`config.mk`:
```
export PLATFORM = sky130hd
export DESIGN_NAME = sr_cmd_gen
export DESIGN_NICKNAME = d
export VERILOG_FILES = /design/src/rtl/sr_cmd_gen_pkg.sv /design/src/rtl/sr_cmd_gen_debounce.sv /design/src/rtl/sr_cmd_gen.sv
export SDC_FILE = /design/constraint.sdc
export NUM_CORES = 1
export LEC_CHECK = 0
export CAP_MARGIN = 10
export CORE_AREA = 10 10 72 74
export CTS_CLUSTER_DIAMETER = 80
export CTS_CLUSTER_SIZE = 30
export DETAILED_ROUTE_END_ITERATION = 6
export DIE_AREA = 0 0 82 84
export GPL_TIMING_DRIVEN = 0
export PLACE_DENSITY_LB_ADDON = 0.3
export REMOVE_ABC_BUFFERS = 1
export SKIP_CTS_REPAIR_TIMING = 1
export SYNTH_ARGS = -nofsm -noshare
export SYNTH_HDL_FRONTEND = slang
export SYNTH_SLANG_ARGS = --single-unit
```
`constraint.sdc`:
```
create_clock -name clk -period 1.8 [get_ports clk]
set_clock_uncertainty 0.05 [all_clocks]
set_input_delay 0.54 -clock clk [delete_from_list [all_inputs] [get_ports clk]]
set_output_delay 0.54 -clock clk [all_outputs]
set_load 0.02 [all_outputs]
```
`src/rtl/sr_cmd_gen_pkg.sv`:
```
// Shared types and width helpers for the s/r command generator.
package sr_cmd_pkg;

  typedef enum logic [1:0] {
    IDLE,
    ISSUE,
    HOLDOFF
  } state_t;

  localparam int unsigned CMD_CNT_W = 8;

  // Debounce counter width: must hold 0..DEBOUNCE_CYCLES-1.
  function automatic int unsigned cnt_w(input int unsigned d);
    return (d < 1) ? 1 : $clog2(d + 1);
  endfunction

  // Holdoff counter width: must hold 0..HOLDOFF_CYCLES-1, at least one bit.
  function automatic int unsigned hold_w(input int unsigned h);
    return (h < 2) ? 1 : $clog2(h);
  endfunction

endpackage

```
`src/rtl/sr_cmd_gen_debounce.sv`:
```
// Two-flop synchronizer, stability-count debouncer and rising-edge detect
// for one raw request line.
module sr_debounce
  import sr_cmd_pkg::*;
#(
  parameter int unsigned DEBOUNCE_CYCLES = 4
) (
  input  logic clk,
  input  logic reset,
  input  logic din_i,
  output logic rise_o
);

  localparam int unsigned CW = cnt_w(DEBOUNCE_CYCLES);
  localparam logic [CW-1:0] CNT_LAST = CW'(DEBOUNCE_CYCLES - 1);

  logic          sync1_q, sync2_q;
  logic          db_q, db_d;
  logic [CW-1:0] cnt_q, cnt_d;

  // Next debounced level: toggle on the edge the count would reach the limit.
  always_comb begin
    db_d  = db_q;
    cnt_d = '0;
    if (sync2_q != db_q) begin
      if (cnt_q == CNT_LAST) begin
        db_d = ~db_q;
      end else begin
        cnt_d = cnt_q + CW'(1);
      end
    end
  end

  // Rise is taken from the next-state level so the pending flag is set on
  // the same edge the debounced level goes high.
  assign rise_o = db_d & ~db_q;

  // Synchronizer, debounce counter and debounced level registers.
  always_ff @(posedge clk) begin
    if (reset) begin
      sync1_q <= 1'b0;
      sync2_q <= 1'b0;
      db_q    <= 1'b0;
      cnt_q   <= '0;
    end else begin
      sync1_q <= din_i;
      sync2_q <= sync1_q;
      db_q    <= db_d;
      cnt_q   <= cnt_d;
    end
  end

endmodule

```
`src/rtl/sr_cmd_gen.sv`:
```
// Turns raw set/reset request lines into clean, arbitrated, rate-limited
// single-cycle s/r command pulses for the downstream SR flip-flop.
module sr_cmd_gen
  import sr_cmd_pkg::*;
#(
  parameter int unsigned DEBOUNCE_CYCLES = 4,
  parameter int unsigned HOLDOFF_CYCLES  = 2,
  parameter bit          RESET_WINS      = 1'b1
) (
  input  logic                 clk,
  input  logic                 reset,
  input  logic                 set_in,
  input  logic                 rst_in,
  output logic                 s,
  output logic                 r,
  output logic                 busy,
  output logic                 conflict,
  output logic [CMD_CNT_W-1:0] cmd_cnt
);

  localparam int unsigned HW = hold_w(HOLDOFF_CYCLES);
  localparam logic [HW-1:0] HOLD_LAST =
    HW'((HOLDOFF_CYCLES > 0) ? HOLDOFF_CYCLES - 1 : 0);

  logic rise_s, rise_r;

  sr_debounce #(.DEBOUNCE_CYCLES(DEBOUNCE_CYCLES)) u_db_set (
    .clk    (clk),
    .reset  (reset),
    .din_i  (set_in),
    .rise_o (rise_s)
  );

  sr_debounce #(.DEBOUNCE_CYCLES(DEBOUNCE_CYCLES)) u_db_rst (
    .clk    (clk),
    .reset  (reset),
    .din_i  (rst_in),
    .rise_o (rise_r)
  );

  state_t                 state_q;
  logic [HW-1:0]          hold_q;
  logic                   pend_s_q, pend_r_q;
  logic                   s_q, r_q, busy_q, conflict_q;
  logic [CMD_CNT_W-1:0]   cnt_q;

  // Pending capture, arbitration FSM and registered command outputs.
  // Pending flags are consumed on the edge entering ISSUE; a rise arriving on
  // that same edge is kept as a fresh request rather than merged away.
  always_ff @(posedge clk) begin
    if (reset) begin
      state_q    <= IDLE;
      hold_q     <= '0;
      pend_s_q   <= 1'b0;
      pend_r_q   <= 1'b0;
      s_q        <= 1'b0;
      r_q        <= 1'b0;
      busy_q     <= 1'b0;
      conflict_q <= 1'b0;
      cnt_q      <= '0;
    end else begin
      s_q        <= 1'b0;
      r_q        <= 1'b0;
      conflict_q <= 1'b0;
      pend_s_q   <= pend_s_q | rise_s;
      pend_r_q   <= pend_r_q | rise_r;
      case (state_q)
        IDLE: begin
          if (pend_s_q || pend_r_q) begin
            state_q <= ISSUE;
            busy_q  <= 1'b1;
            cnt_q   <= cnt_q + CMD_CNT_W'(1);
            if (pend_s_q && pend_r_q) begin
              conflict_q <= 1'b1;
              pend_s_q   <= rise_s;
              pend_r_q   <= rise_r;
              if (RESET_WINS) r_q <= 1'b1;
              else            s_q <= 1'b1;
            end else if (pend_r_q) begin
              r_q      <= 1'b1;
              pend_r_q <= rise_r;
            end else begin
              s_q      <= 1'b1;
              pend_s_q <= rise_s;
            end
          end
        end
        ISSUE: begin
          hold_q <= '0;
          if (HOLDOFF_CYCLES > 0) begin
            state_q <= HOLDOFF;
          end else begin
            state_q <= IDLE;
            busy_q  <= 1'b0;
          end
        end
        HOLDOFF: begin
          if (hold_q == HOLD_LAST) begin
            state_q <= IDLE;
            busy_q  <= 1'b0;
          end else begin
            hold_q <= hold_q + HW'(1);
          end
        end
        default: begin
          state_q <= IDLE;
          busy_q  <= 1'b0;
        end
      endcase
    end
  end

  assign s        = s_q;
  assign r        = r_q;
  assign busy     = busy_q;
  assign conflict = conflict_q;
  assign cmd_cnt  = cnt_q;

endmodule

```
# Word-level counts from Yosys, hierarchy flattened
# Cells that the tools add are included.
# totals
in_bits	4
ff_bits	29
output_inout_bits	12
latchBits	0
word_cells	75
mem_bits_ro	0
mem_count	0
ram_bits	0
# op_classes
reduce_logical	11
div	0
bitwise_logic	11
add_sub_neg	4
n_eq_ne	8
n_mul	0
mux	24
shifts	0
n_lt_le_gt_ge	0
# ops
cell	count
$mux 1	19
$reduce_or 3->1	3
$add 8x1->8 const B	1
$not 1->1	7
$add 3x1->3 const B	2
$eq 3x2->1 const B	2
$pmux 2 s3	1
$mux 2	2
$ne 2x2->1 const B	2
$reduce_and 2->1	2
$reduce_or 4->1	1
$pmux 1 s3	1
$reduce_and 3->1	1
$and 1x1->1	2
$eq 2x1->1 const B	1
$eq 2x2->1 const B	1
$logic_not 2->1	1
$ne 1x1->1	2
$or 1x1->1	2
$pmux 1 s2	1
$reduce_bool 2->1	1
$add 1x1->1 const B	1
$logic_and 1x1->1	1
$logic_or 1x1->1	1

# Longest topological paths before layout
# Gate-level depths: netlist (run 1).
# logic_depth
word_depth	9
depth_mapped	5
mapped_depth_nobuf	5

# Modules after synthesis
# Synthesis (run 1) repeated with hierarchy kept, for this count alone.
# unflattened
cells_unflattened	117
hier_area_um2	1158.6
# modules_own_cells
mod	area_each_um2	n_inst	seq_area_each_um2	cells_per_inst
sr_cmd_gen	725.7	1	340.3	79
sr_debounce	216.5	2	120.1	19

# Worst setup path after synthesis (run 1)
# No wires, ideal clock.
# synth_path
kind	reg-to-reg
start	register state_q[0]
end	register cnt_q[5] (netlist: cmd_cnt[5])
n_path_buf	0
arrival_time_ns	1.422
t_required_ns	1.679
stages_incl_launch_ff	6
period_less_slack_ns	1.542
setup_slack_ns	0.258
setup_time_ns	0.071
cell_sequence	dfxtp_1 -> inv_1 -> ha_1 -> o211ai_4 -> or4_1 -> a21oi_1
# synth_via
elab_chain_len	2
# synth_rtl
item	line_no	text
start, declared	sr_cmd_gen.sv:41	state_t state_q;
start signal, assigned	sr_cmd_gen.sv:52	state_q <= IDLE;
start signal, assigned	sr_cmd_gen.sv:70	state_q <= ISSUE;
start signal, assigned	sr_cmd_gen.sv:91	state_q <= HOLDOFF;
$logic_not 2->1	sr_cmd_gen.sv:67	case (state_q)
$reduce_and 2->1 (no line)	-	
end signal, assigned	sr_cmd_gen.sv:72	cnt_q <= cnt_q + CMD_CNT_W'(1);
end, declared	sr_cmd_gen.sv:45	logic [CMD_CNT_W-1:0] cnt_q;
# No other way between the ends.
# A chain may end at the register's enable or synchronous reset.

# Worst setup path after layout (run 1)
# layout_path
start	register conflict_q (netlist: conflict)
end	output port conflict
# layout_rtl
item	line_no	text
start, declared	sr_cmd_gen.sv:44	logic s_q, r_q, busy_q, conflict_q;
start signal, assigned	sr_cmd_gen.sv:59	conflict_q <= 1'b0;
start signal, assigned	sr_cmd_gen.sv:64	conflict_q <= 1'b0;
start signal, assigned	sr_cmd_gen.sv:74	conflict_q <= 1'b1;
end, declared	sr_cmd_gen.sv:17	output logic conflict,
# No word-level cell between the ends.

==> results.toml, run 1 <==
[place]
io_buffers = 15
finalWeightedCongestion = 0.685
dp_cells = 181
place_area_um2 = 1360
hpwl_mm = 1.41

[layout]
ant_cells = 0
finalNonFillerCells = 188
post-route-cell-area_um2 = 1480
layout.filler_cells = 409
area_growth_from_synthesis_to_final_layout_pct = 28.1
layout_commonest_cell = "sky130_fd_sc_hd__dfxtp_1"
fin_nets = 150
post_route_cells_drive_above_1_share = 0.0580
postLayoutCoreUtil = 0.383
mostFrequentLayoutCells = "sky130_fd_sc_hd__dfxtp_1, sky130_fd_sc_hd__nor2_1, sky130_fd_sc_hd__dlymetal6s2s_1, sky130_fd_sc_hd__a21oi_1"

[timing]
max_slew.worst_pin.slew_ns = 0.822
max_freq_mhz = 570
rsz_0062_raised_after_global_routing = "no"
finalCriticalPeriod_ns = 1.76
setup_violations = 0
hold_fails_final_rpt = 0
layout_worst_path_cycle_share = 0.975
slew-limit-headroom = 0.451
maxSlewViolCount = 0
final.setup.tns_ns = 0

[logic_synthesis]
yosys_register_bits = 29
post_synth_instance_area_um2 = 1150
ys_warn_count = 0
netlist_instances = 118
portion_of_the_post_synthesis_area_used_by_sequential_elements = 0.504
syn_area_per_cell_um2 = 9.77
netlist-cell-type-count = 25

[setup_path]
cp_slowest_stage_delay_ns = 0.59
cp_data_arrival_time_ns = 1.17
start_kind = "flop"
cp.required_ns = 1.21
worst_path_max_delay_cell = "sky130_fd_sc_hd__clkdlybuf4s50_1"
cp.buffers_inverters = 1
worst_path_dominant_cell_family = "buffers and inverters"
timing.setup.critical_path_class = "flop to output pin"
worstPathMaxFanout = 1
cp-end-kind = "output pin"
cp_cell_sequence = "clkdlybuf4s50_1"

[routing]
remaining_drc_errors = 0
detail-route-antenna-nets = 0
via_count = 855
detail_route.first_pass.iterations = 4
initialDrtViolationCount = 61
wl_per_cell_um = 10.5
routed_via_density = 4.55
wl_mm = 1.97

[floorplanning]
fp.dieArea_um2 = 6890
die_w_um = 82
core_region_area_um2 = 3860
rows = 23
die_height_um = 84
start_util = 0.299
pin_count = 16

[clocking]
clock_insertion_delay_worst_skew_ns = 0.27
max_clock_buf_depth = 2
cts_tree = "yes"
cts_root_buf = "sky130_fd_sc_hd__clkbuf_8"
clkSlewWorstSetupHoldPaths_ns = 0.06
clock_sinks = 29
htree_levels = 2
tritoncts.num_buffers = 5

[global_route]
grt.overflow.total = 0
grt_pass1_vias = 799
antenna_found_initial = 0
global_route.usage.total = 0.0631
grt_first_pass_wirelength_mm = 3.36
grt_start_max_net_pins = 25

[power]
totalPowerFinal_w = 0.00119
p_leak_nw = 0.712
powerDensity_nw_per_um2 = 805
max-vdd-ir-drop_mv = 0.528

[run_status]
outcome = "complete, no violations"

[job]
maxCapViolations = 0

[worst_hold_path]
hold_class = "flop to flop"
## synth_stat cells, drive strengths merged
cell type	count	area, um2
and2	1	6.26
dfxtp	29	581
o21ai	6	30.0
o211ai	2	28.8
inv	7	26.3
xor2	2	17.5
nand2	4	15.0
or4	2	15.0
nand2b	3	18.8
clkbuf	2	7.51
o31ai	2	15.0
xnor2	2	17.5
or2b	1	7.51
nand4	2	12.5
nor3	3	15.0
o31a	1	8.76
mux2i	4	40.0
nor3b	1	7.51
nor2b	5	31.3
nor2	14	52.6
or3	5	31.3
nand3b	3	22.5
ha	8	100
a21oi	9	45.0
## path summary, 6_finish.rpt
check / start / endpoint / slack (ns) / depth (start not counted)
setup reg to reg: state_q[0] / cmd_cnt[5] / 0.18 / 5
setup / recovery: conflict / conflict / 0.04 / 1
hold / removal: u_db_rst.cnt_q[0] / u_db_rst.cnt_q[0] / 0.37 / 1
hold reg to reg: u_db_rst.cnt_q[0] / u_db_rst.cnt_q[0] / 0.37 / 1
## registers in the layout, indices dropped and copies added (netlist names), 2 cells and up
register,flops
u_db_set.cnt_q,3
state_q,2
cmd_cnt,8
u_db_rst.cnt_q,3
## cells by family after synthesis
family | share of synthesized area
adders and majority gates | 0.0869
buffers and inverters | 0.0293
muxes | 0.0347
AOI/OAI and AO/OA | 0.111
DFF | 0.504
and+or+nand+nor | 0.204
xor gates and xnor gates | 0.0304
## per-stage QoR
| step | hold slack (ns) | setup slack (ns) |
|---|---|---|
| final | 0.374 | 0.0445 |
| after global routing | 0.405 | 0.0113 |
| after CTS | 0.378 | -0.138 |
| after detailed placement | 0.369 | -0.415 |
| after global placement | 0.356 | -0.399 |
| after floorplan | 0.349 | 0.258 |
## final cells by class
cell class	count	area [um2]	area share
clock buffers	7	86.3	0.0585
inverters	7	26.3	0.0178
multi-input cells	80	541	0.366
flip-flops and latches	29	581	0.393
well taps	50	62.6	0.0424
repair buffers	15	180	0.122
## where the power goes
part           internal (W)  total [W]  switching [W]  leakage, nW
sequential         0.000648   0.000650     0.00000263        0.235
combinational     0.0000102  0.0000209      0.0000108        0.434
clock              0.000302   0.000517       0.000215       0.0443
## worst register-to-register path, cell delays in order, from the launching register on
cell and delay [ns]:
sky130_fd_sc_hd__dfxtp_1 0.32, sky130_fd_sc_hd__inv_1 0.09, sky130_fd_sc_hd__ha_2 0.27, sky130_fd_sc_hd__o211ai_4 0.15, sky130_fd_sc_hd__or4_1 0.52, sky130_fd_sc_hd__a21oi_1 0.15
## metal layers
| layer | global-route usage | wire, um |
|---|---|---|
| met1 | 0.0647 | 975 |
| met4 | 0.0232 | 29 |
| met3 | 0.0506 | 119 |
| met2 | 0.0934 | 840 |
| met5 | 0 | 0 |
Note: power is estimated with default switching activity, not from simulation.
==> run 2: changes to the inputs <==
Settings changed: ABC_AREA from default to 1, CORE_AREA 10 10 72 74 to 10 10 73 75, DIE_AREA 0 0 82 84 to 0 0 83 85.
==> results.toml, run 2 <==
[global_route]
grt_pass1_vias = 869
grt_start_max_net_pins = 15
antenna_found_initial = 0
grt_first_pass_wirelength_mm = 3.61
grt.overflow.total = 0
global_route.usage.total = 0.0644

[floorplanning]
fp.dieArea_um2 = 7060
die_w_um = 83
die_height_um = 85
start_util = 0.313
pin_count = 16
core_region_area_um2 = 3910
rows = 23

[timing]
setup_violations = 0
max_freq_mhz = 650
finalCriticalPeriod_ns = 1.54
maxSlewViolCount = 0
max_slew.worst_pin.slew_ns = 0.579
hold_fails_final_rpt = 0
rsz_0062_raised_after_global_routing = "no"
slew-limit-headroom = 0.613
final.setup.tns_ns = 0
fin_worst_hold_slack_ns = 0.346
layout_worst_path_cycle_share = 0.854

[routing]
wl_per_cell_um = 9.41
detailroute.wirelength.met3_um = 172
wl_met1_mm = 1.08
route.met2.wl_um = 825
remaining_drc_errors = 0
detail_route.first_pass.iterations = 4
wl_mm = 2.15
detail-route-antenna-nets = 0
via_count = 955
routed_via_density = 4.19
route.top_layer_used = "met4"
initialDrtViolationCount = 19

[run_status]
outcome = "complete, no violations"

[logic_synthesis]
post_synth_instance_area_um2 = 1220
yosysTopAreaCellShare = 0.474
synth_flop_cell = "sky130_fd_sc_hd__dfxtp_1"
synth_top_cells_by_count = "sky130_fd_sc_hd__dfxtp_1, sky130_fd_sc_hd__nor2_1, sky130_fd_sc_hd__inv_1, sky130_fd_sc_hd__nand2_1, sky130_fd_sc_hd__a21oi_1"
netlist_instances = 157
synthTopCellsByArea = "sky130_fd_sc_hd__dfxtp_1, sky130_fd_sc_hd__nor2_1, sky130_fd_sc_hd__ha_1"
syn_area_per_cell_um2 = 7.79
netlist-cell-type-count = 21
portion_of_the_post_synthesis_area_used_by_sequential_elements = 0.474
ys_warn_count = 0
synth_top_cell_by_area = "sky130_fd_sc_hd__dfxtp_1"
yosys_register_bits = 29
synth-edff-count = 0
ys_async_sr_fraction = 0

[setup_path]
worst_path_max_delay_cell = "sky130_fd_sc_hd__dfxtp_1"
worst-r2r-setup-slack_ns = 0.49
cp_slowest_stage_delay_ns = 0.41
start_kind = "flop"
cp-end-kind = "output pin"
cp_cell_sequence = "dlymetal6s2s_1"
timing.setup.critical_path_class = "flop to output pin"
cp_data_arrival_time_ns = 0.95
worstPathMaxFanout = 6
worst_path_dominant_cell_family = "flip-flops"
cp.required_ns = 1.21
cp.buffers_inverters = 1

[layout]
max_reg_flops = 8
mostFrequentLayoutCells = "sky130_fd_sc_hd__nor2_1, sky130_fd_sc_hd__dfxtp_1, sky130_fd_sc_hd__inv_1, sky130_fd_sc_hd__nand2_1, sky130_fd_sc_hd__dlymetal6s2s_1"
fin_nets = 189
post_route_cells_drive_above_1_share = 0.0955
ant_cells = 0
post-route-cell-area_um2 = 1560
postLayoutCoreUtil = 0.399
area_growth_from_synthesis_to_final_layout_pct = 27.6

[clocking]
clkSlewWorstSetupHoldPaths_ns = 0.06
cts_root_buf = "sky130_fd_sc_hd__clkbuf_8"
clock_insertion_delay_worst_skew_ns = 0.28
tritoncts.num_buffers = 5
max_clock_buf_depth = 2
clock_sinks = 29
cts_tree = "yes"
htree_levels = 2

[place]
hpwl_mm = 1.56
place_area_um2 = 1430
finalWeightedCongestion = 0.675
io_buffers = 15

[power]
share_clk_of_total_power = 0.449
powerDensity_nw_per_um2 = 843
p_leak_nw = 0.858
seq_power_share = 0.500
internal-power_w = 0.00102
totalPowerFinal_w = 0.00132
combinational_power_share = 0.052
power.switching_fraction = 0.223
power_switching_w = 0.000294
max-vdd-ir-drop_mv = 0.543

[worst_hold_path]
hold_class = "flop to flop"

[job]
maxCapViolations = 0
## run 2: cell types whose count changed in the layout (fill, tap and decap cells not counted), moves of 6 or more
cell                      before  now
sky130_fd_sc_hd__nand2_1       4   26
sky130_fd_sc_hd__inv_1         7   26
sky130_fd_sc_hd__nor2_1       14   29
sky130_fd_sc_hd__nand3_1       0    8
sky130_fd_sc_hd__o21ai_0       6    0
## run 2: power by group through the flow
| stage | Clock, W | Sequential [W] | Combinational (W) |
|---|---|---|---|
| 2_1_floorplan | 0 | 0.000675 | 0.0000414 |
| 3_3_place_gp | 0 | 0.000672 | 0.0000694 |
| 3_5_place_dp | 0 | 0.000673 | 0.0000696 |
| 4_1_cts | 0.000623 | 0.000658 | 0.0000699 |
| 5_1_grt | 0.000657 | 0.000659 | 0.0000774 |
| 6_report | 0.000591 | 0.000658 | 0.0000679 |
## run 2: metal layers
metal	up-vias	GRT usage
met5	-	0
met1	402	0.0665
met3	6	0.0411
met4	0	0.0604
met2	21	0.0871
li1	526	-
## run 2: cell type report
cell class / instances / area (um2)
Clock inverter: 1 / 5.00
Timing Repair Buffer: 15 / 183
Inverter: 29 / 109
Multi-Input combinational cell: 97 / 526
Fill cell: 416 / 2350
Sequential cell: 29 / 581
Tap cell: 50 / 62.6
Clock buffer: 7 / 96.3
## run 2: final timing paths
check,startpoint,endpoint,cells after the start
worst max-delay path,cmd_cnt[3],cmd_cnt[3],1
worst min-delay path,u_db_rst.sync1_q,u_db_rst.sync2_q,2
worst max register to register,state_q[0],cmd_cnt[5],8
worst min register to register,u_db_rst.sync1_q,u_db_rst.sync2_q,2
## run 2: cells by family (layout without fill, tap and decap cells)
logic type | Yosys count | in the layout | share of synthesized area
adders and majority gates | 8 | 8 | 0.0818
and+or+nand+nor | 72 | 72 | 0.269
DFF | 29 | 29 | 0.474
AOI/OAI and AO/OA | 17 | 17 | 0.0787
buffers and inverters | 31 | 52 | 0.0961
## run 2: through the flow
stage	instances	setup WS, ns
after floorplan	155	0.472
after global placement	220	-0.307
after detailed placement	220	-0.279
after CTS	228	-0.144
after global routing	228	0.186
final	228	0.262
